[config.mk]
export PLATFORM = sky130hd
export DESIGN_NAME = fft_host_master
export DESIGN_NICKNAME = d
export VERILOG_FILES = /design/src/rtl/fft_host_pkg.sv /design/src/rtl/fft_reg_slice.sv /design/src/rtl/fft_host_master.sv
export SDC_FILE = /design/constraint.sdc
export NUM_CORES = 1
export LEC_CHECK = 0
export ABC_CLOCK_PERIOD_IN_PS = 9500
export CORE_AREA = 8 8 112 114
export DETAILED_ROUTE_END_ITERATION = 10
export DIE_AREA = 0 0 120 122
export DONT_BUFFER_PORTS = 1
export GPL_TIMING_DRIVEN = 0
export PLACE_DENSITY = 0.69
export SYNTH_ARGS = -nofsm -noshare
export SYNTH_HDL_FRONTEND = slang
export SYNTH_SLANG_ARGS = --single-unit
[constraint.sdc]
create_clock -name clk -period 9.5 [get_ports clk]
set_clock_uncertainty 0.15 [all_clocks]
set_input_delay 2.85 -clock clk [delete_from_list [all_inputs] [get_ports clk]]
set_output_delay 2.85 -clock clk [all_outputs]
set_load 0.05 [all_outputs]
[src/rtl/fft_host_pkg.sv]
`default_nettype none
// ============================================================================
// fft_host_pkg -- shared types and helpers for the FFT host-side sequencer
// Revision: 1.0
// ============================================================================
package fft_host_pkg;

  localparam int FFT_SAMP_W = 12;
  localparam int FFT_DATA_W = 32;

  typedef enum logic [2:0] {
    ST_IDLE      = 3'd0,
    ST_LOAD      = 3'd1,
    ST_WAIT_CALC = 3'd2,
    ST_DRAIN     = 3'd3,
    ST_DONE      = 3'd4,
    ST_ERR       = 3'd5
  } state_e;

  // Samples ride in the low half of the AXI word; the upper half is zero.
  function automatic logic [FFT_DATA_W-1:0] pack_sample(input logic [15:0] s);
    return {{(FFT_DATA_W-16){1'b0}}, s};
  endfunction

endpackage
`default_nettype wire

[src/rtl/fft_reg_slice.sv]
`default_nettype none
// ============================================================================
// fft_reg_slice -- one-entry valid/ready register stage
// Revision: 1.0
// ============================================================================
module fft_reg_slice #(
  parameter int W = 32
) (
  input  logic         clk_i,
  input  logic         rst_i,
  input  logic [W-1:0] in_data_i,
  input  logic         in_valid_i,
  output logic         in_ready_o,
  output logic [W-1:0] out_data_o,
  output logic         out_valid_o,
  input  logic         out_ready_i
);

  logic [W-1:0] data_q;
  logic         valid_q;

  assign in_ready_o  = !valid_q || out_ready_i;
  assign out_data_o  = data_q;
  assign out_valid_o = valid_q;

  always_ff @(posedge clk_i) begin
    if (rst_i) begin
      data_q  <= '0;
      valid_q <= 1'b0;
    end else if (in_valid_i && in_ready_o) begin
      data_q  <= in_data_i;
      valid_q <= 1'b1;
    end else if (out_ready_i) begin
      valid_q <= 1'b0;
    end
  end

endmodule
`default_nettype wire

[src/rtl/fft_host_master.sv]
`default_nettype none
// ============================================================================
// fft_host_master -- sequences one FFT transform: load N samples, drain N bins
// Revision: 1.0
// ============================================================================
module fft_host_master
  import fft_host_pkg::*;
#(
  parameter int SAMP_W  = FFT_SAMP_W,
  parameter int DATA_W  = FFT_DATA_W,
  parameter int TIMEOUT = 65535
) (
  input  logic              clk,
  input  logic              Reset,
  input  logic              start,
  input  logic [SAMP_W-1:0] cfg_samp_num,
  input  logic              cfg_mac,
  input  logic [15:0]       src_data,
  input  logic              src_valid,
  output logic              src_ready,
  output logic [DATA_W-1:0] res_data,
  output logic              res_valid,
  input  logic              res_ready,
  output logic [DATA_W-1:0] RDATA,
  output logic              RVALID,
  input  logic              RREADY,
  input  logic [DATA_W-1:0] WDATA,
  input  logic              WVALID,
  output logic              WREADY,
  output logic [SAMP_W-1:0] SAMP_NUMBER,
  output logic              MAC_nRADIX,
  output logic              busy,
  output logic              done,
  output logic              err
);

  localparam int CW = SAMP_W + 1;
  localparam int IW = $clog2(TIMEOUT + 1);

  state_e            state_q, state_d;
  logic [CW-1:0]     sent_q, sent_d, recv_q, recv_d;
  logic [IW-1:0]     idle_q, idle_d;
  logic [SAMP_W-1:0] samp_q, samp_d;
  logic              mac_q, mac_d;
  logic [CW-1:0]     n_full;
  logic              load_slot, res_slot, w_hs, start_ok, in_calc;

  assign n_full    = CW'(samp_q);
  assign in_calc   = (state_q == ST_WAIT_CALC) || (state_q == ST_DRAIN);
  // A beat parked in the load slice already counts toward N.
  assign src_ready = (state_q == ST_LOAD) && ((sent_q + CW'(RVALID)) < n_full) && load_slot;
  assign WREADY    = in_calc && (recv_q < n_full) && res_slot;
  assign w_hs      = WVALID && WREADY;
  assign start_ok  = start && (state_q inside {ST_IDLE, ST_DONE, ST_ERR});

  assign SAMP_NUMBER = samp_q;
  assign MAC_nRADIX  = mac_q;
  assign busy        = (state_q == ST_LOAD) || in_calc;
  assign done        = (state_q == ST_DONE);
  assign err         = (state_q == ST_ERR);

  fft_reg_slice #(.W(DATA_W)) u_load_slice (
    .clk_i       (clk),
    .rst_i       (Reset),
    .in_data_i   (DATA_W'(pack_sample(src_data))),
    .in_valid_i  (src_valid && src_ready),
    .in_ready_o  (load_slot),
    .out_data_o  (RDATA),
    .out_valid_o (RVALID),
    .out_ready_i (RREADY)
  );

  fft_reg_slice #(.W(DATA_W)) u_res_slice (
    .clk_i       (clk),
    .rst_i       (Reset),
    .in_data_i   (WDATA),
    .in_valid_i  (w_hs),
    .in_ready_o  (res_slot),
    .out_data_o  (res_data),
    .out_valid_o (res_valid),
    .out_ready_i (res_ready)
  );

  always_comb begin
    state_d = state_q;
    sent_d  = sent_q;
    recv_d  = recv_q;
    idle_d  = idle_q;
    samp_d  = samp_q;
    mac_d   = mac_q;

    if (RVALID && RREADY) sent_d = sent_q + CW'(1);
    if (w_hs)             recv_d = recv_q + CW'(1);

    // Only cycles where we could have taken a beat count as idle.
    if (!in_calc || w_hs) begin
      idle_d = '0;
    end else if (WREADY && (idle_q != IW'(TIMEOUT))) begin
      idle_d = idle_q + IW'(1);
    end

    case (state_q)
      ST_IDLE, ST_DONE, ST_ERR: begin
        if (start_ok) begin
          samp_d  = cfg_samp_num;
          mac_d   = cfg_mac;
          sent_d  = '0;
          recv_d  = '0;
          state_d = (cfg_samp_num == '0) ? ST_DONE : ST_LOAD;
        end else if (state_q == ST_DONE) begin
          state_d = ST_IDLE;
        end
      end
      ST_LOAD: begin
        if (sent_d == n_full) state_d = ST_WAIT_CALC;
      end
      ST_WAIT_CALC: begin
        if (w_hs)                             state_d = ST_DRAIN;
        else if (idle_q == IW'(TIMEOUT))      state_d = ST_ERR;
      end
      ST_DRAIN: begin
        if ((recv_q == n_full) && (!res_valid || res_ready)) state_d = ST_DONE;
        else if (!w_hs && (idle_q == IW'(TIMEOUT)))         state_d = ST_ERR;
      end
      default: state_d = ST_IDLE;
    endcase
  end

  always_ff @(posedge clk) begin
    if (Reset) begin
      state_q <= ST_IDLE;
      sent_q  <= '0;
      recv_q  <= '0;
      idle_q  <= '0;
      samp_q  <= '0;
      mac_q   <= 1'b0;
    end else begin
      state_q <= state_d;
      sent_q  <= sent_d;
      recv_q  <= recv_d;
      idle_q  <= idle_d;
      samp_q  <= samp_d;
      mac_q   <= mac_d;
    end
  end

endmodule
`default_nettype wire

==> results.sh <==
export IMPL_routabilityCongestion=0.9195
export IMPL_status="complete, no violations"
export IMPL_ys_seq_area_frac=0.3771
export IMPL_grt_use_met1=0.2385
export IMPL_grt_pass1_vias=4884
export IMPL_postCtsSetupRepairBufs=0
export IMPL_core_area_um2=10700
export IMPL_area_growth_syn_to_layout_pct=8.010
export IMPL_met2_usage=0.3287
export IMPL_synth_compound_area_frac=0.1305
export IMPL_dp_cells=880
export IMPL_cp_slowest_cell="or3_1"
export IMPL_cp_depth=6
export IMPL_final_antenna_net_count=0
export IMPL_top_level_ports=152
export IMPL_n_antenna_cell=0
export IMPL_cts_made_buffers=9
export IMPL_num_rows=38
export IMPL_rsz0062_at_grt="false"
export IMPL_grt_max_degree=20
export IMPL_fin_crit_ns=7.370
export IMPL_clock_sinks=108
export IMPL_powerDensity_nw_per_um2=213.9
export IMPL_post_drt_wl_per_cell_um=16.93
export IMPL_synthCells=725
export IMPL_postSynth_asyncResetShare=0
export IMPL_r2r_start="u_load_slice.out_valid_o"
export IMPL_cpPeakStageDelay_ns=0.41
export IMPL_r2r_slack_ns=5.42
export IMPL_yosys_area_share_xor_xnor=0.09035
export IMPL_synth_simple_area_share=0.2652
export IMPL_syn_area_per_cell_um2=7.908
export IMPL_die_w_um=120
export IMPL_placed_cell_area_um2=5974
export IMPL_tns_ns=0
export IMPL_crit_family="buffers and inverters"
export IMPL_endpoint="WREADY"
export IMPL_grt_pass1_wl_um=24340
export IMPL_leakagePower_nw=2.290
export IMPL_synthAdderAreaFrac=0.06285
export IMPL_critical_path_required_ns=6.50
export IMPL_clock_path_buffers=2
export IMPL_timing_rr_end="u_load_slice.out_data_o[13]"
export IMPL_drc_errors=0
export IMPL_hold_viol=0
export IMPL_drive_above_1_share=0.08069
export IMPL_post_drt_via_cell_ratio=5.644
export IMPL_dpl_hpwl_um=11840
export IMPL_syn_area_um2=5733
export IMPL_htree_num_levels=3
export IMPL_r2r_cells=13
export IMPL_synth_top_family_by_area="simple AND/OR/NAND/NOR gates"
export IMPL_cts_tree="built"
export IMPL_period_share=0.7758
export IMPL_fmax_ghz=0.1357
export IMPL_design_area_um2=6192
export IMPL_drt_initial_drc_count=336
export IMPL_yosysUniqueCellTypes=60
export IMPL_synth_mux_area_fraction=0.003492
export IMPL_final_core_util=0.5788
export IMPL_clk_latency_ns=0.38
export IMPL_first_pass_iters=4
export IMPL_worst_slew_pin_slew_ns=0.9910
export IMPL_slew_headroom=0.3343
export IMPL_startpoint="res_ready"
export IMPL_grt_antenna_before_repair=0
export IMPL_busiest_layer="met2"
export IMPL_peakVddDrop_uv=147.5
export IMPL_worst_path_buf_inv=3
export IMPL_ctsHoldBuffers=0
export IMPL_finalSetupViolations=0
export IMPL_worstSetupPathType="input port to primary output"
export IMPL_initial_core_util=0.5359
export IMPL_vias=5057
export IMPL_ys_seq_elements=108
export IMPL_design_die_area_um2=14640
export IMPL_grt_overflow=0
export IMPL_cp_end_kind="primary output"
export IMPL_start_kind="input port"
export IMPL_die_y_um=122
export IMPL_ys_warn_count=0
export IMPL_worstPathMaxFanout=10
export IMPL_synth_edf_count=0
export IMPL_max_cap_violations=0
export IMPL_ctsResizeCount=0
export IMPL_final_nets=847
export IMPL_slew_violations=0
export IMPL_synth_flop_cell="dfxtp_1"
export IMPL_io_buffers=0
export IMPL_grt_use_met3=0.08237
export IMPL_cts_root_buffer="clkbuf_8"
export IMPL_cp_cell_sequence="nand2b_1, o2111ai_1, or3_1, buf_2, buf_2, inv_1"
export IMPL_arrival_ns=4.37
export IMPL_grt_usage=0.2043
export IMPL_finalWirelength_um=15170
export IMPL_clk_pin_slew_worst_paths_ns=0.10
export IMPL_hold_class="flip-flop to flip-flop"
export IMPL_stdcell_count=896
export IMPL_hold_slack_ns=0.3671
export IMPL_crit_top_cell="buf_2"
-- placed cells by master (no fill, tap or decap), types with 3 or more instances in the layout --
| master | instances |
|---|---|
| nand2_1 | 125 |
| dfxtp_1 | 108 |
| a21oi_1 | 77 |
| nor2_1 | 62 |
| xnor2_1 | 36 |
| nand3_1 | 32 |
| ha_1 | 28 |
| o21ai_0 | 27 |
| inv_1 | 26 |
| clkbuf_1 | 21 |
| xor2_1 | 18 |
| buf_4 | 18 |
| nor3_1 | 18 |
| nor4_1 | 16 |
| conb_1 | 16 |
| nand4_1 | 15 |
| and3_1 | 12 |
| buf_2 | 10 |
| clkbuf_8 | 10 |
| nand2b_1 | 7 |
| or3_1 | 5 |
| buf_1 | 5 |
| a21o_1 | 4 |
| nor3b_1 | 4 |
| nor2b_1 | 3 |
| inv_6 | 3 |
-- per-layer routing --
| metal | share of wire | wire length [um] |
|---|---|---|
| met5 | 0 | 0 |
| met4 | 0.021 | 321 |
| met2 | 0.46 | 6910 |
| met1 | 0.42 | 6392 |
| met3 | 0.10 | 1542 |
-- cell families after synthesis --
kind of cell	Yosys count
AO/OA/AOI/OAI	131
XOR/XNOR	56
adder cells (fa/ha/maj)	29
buffers and inverters	83
flip-flops	108
multiplexers	2
other	1
AND/OR/NAND/NOR	315
-- state kept, by name, summed over array words and instances, names as in the netlist --
signal and flops:
recv_q 13, MAC_nRADIX 1, state_q 3, u_load_slice.out_data_o 16, u_load_slice.out_valid_o 1, u_res_slice.out_data_o 32, SAMP_NUMBER 12, sent_q 13
u_res_slice.out_valid_o 1, idle_q 16
-- layout make-up --
type | count | area, um^2
inverters | 27 | 101.3
clock inverters | 6 | 80.08
flip-flops and latches | 108 | 2162
fillers | 1009 | 4506
clock buffers | 10 | 137.6
multi-input cells | 549 | 3237
well taps | 140 | 175.2
plain buffers | 56 | 299.0
-- worst reg2reg max path: stages, from the launching register on --
cell and delay [ns]:
dfxtp_1 0.85, ha_1 0.35, ha_1 0.26, nand3_1 0.18, nor3_1 0.27, xor2_1 0.19
ha_1 0.26, a21oi_1 0.15, o2111ai_1 0.11, a211o_2 0.40, clkinv_1 0.17, buf_2 0.40
nand3_1 0.14, a21oi_1 0.15
-- metrics by stage --
stage | setup WS (ns) | power [mW]
final | 2.130 | 1.325
after global routing | 2.053 | 1.396
after floorplan | 2.350 | 0.9327
after CTS | 2.128 | 1.330
after global placement | 2.145 | 1.013
after detailed placement | 2.134 | 1.025
-- cells in the mapped netlist, drive strengths merged, types with 17 or more instances --
master | instances | area [um^2]
nand4 | 17 | 127.6
nand3 | 34 | 180.2
nor4 | 18 | 133.9
nor3 | 20 | 116.4
nand2 | 125 | 469.2
xnor2 | 36 | 315.3
a21oi | 77 | 385.4
xor2 | 18 | 157.7
inv | 26 | 97.59
ha | 28 | 350.3
dfxtp | 108 | 2162
nor2 | 62 | 232.7
buf | 34 | 215.2
o21ai | 27 | 135.1
clkbuf | 22 | 83.83
-- worst min-delay path by stage --
stage                           from         end  slack, ns  depth (start not counted)
after floorplan            idle_q[1]   idle_q[1]       0.32                          2
after global placement     idle_q[1]   idle_q[1]       0.33                          2
after detailed placement   idle_q[1]   idle_q[1]       0.34                          2
after CTS                 recv_q[12]  recv_q[12]       0.37                          1
after global routing      recv_q[12]  recv_q[12]       0.39                          1
final                     recv_q[12]  recv_q[12]       0.37                          1
-- power by group --
part / leakage (nW) / switching [mW] / internal (mW) / total [mW]
clock: 0.107 / 0.172 / 0.134 / 0.307
combinational: 1.31 / 0.258 / 0.118 / 0.376
sequential: 0.874 / 0.151 / 0.491 / 0.642
No activity file was read; power rests on OpenSTA's default activity.
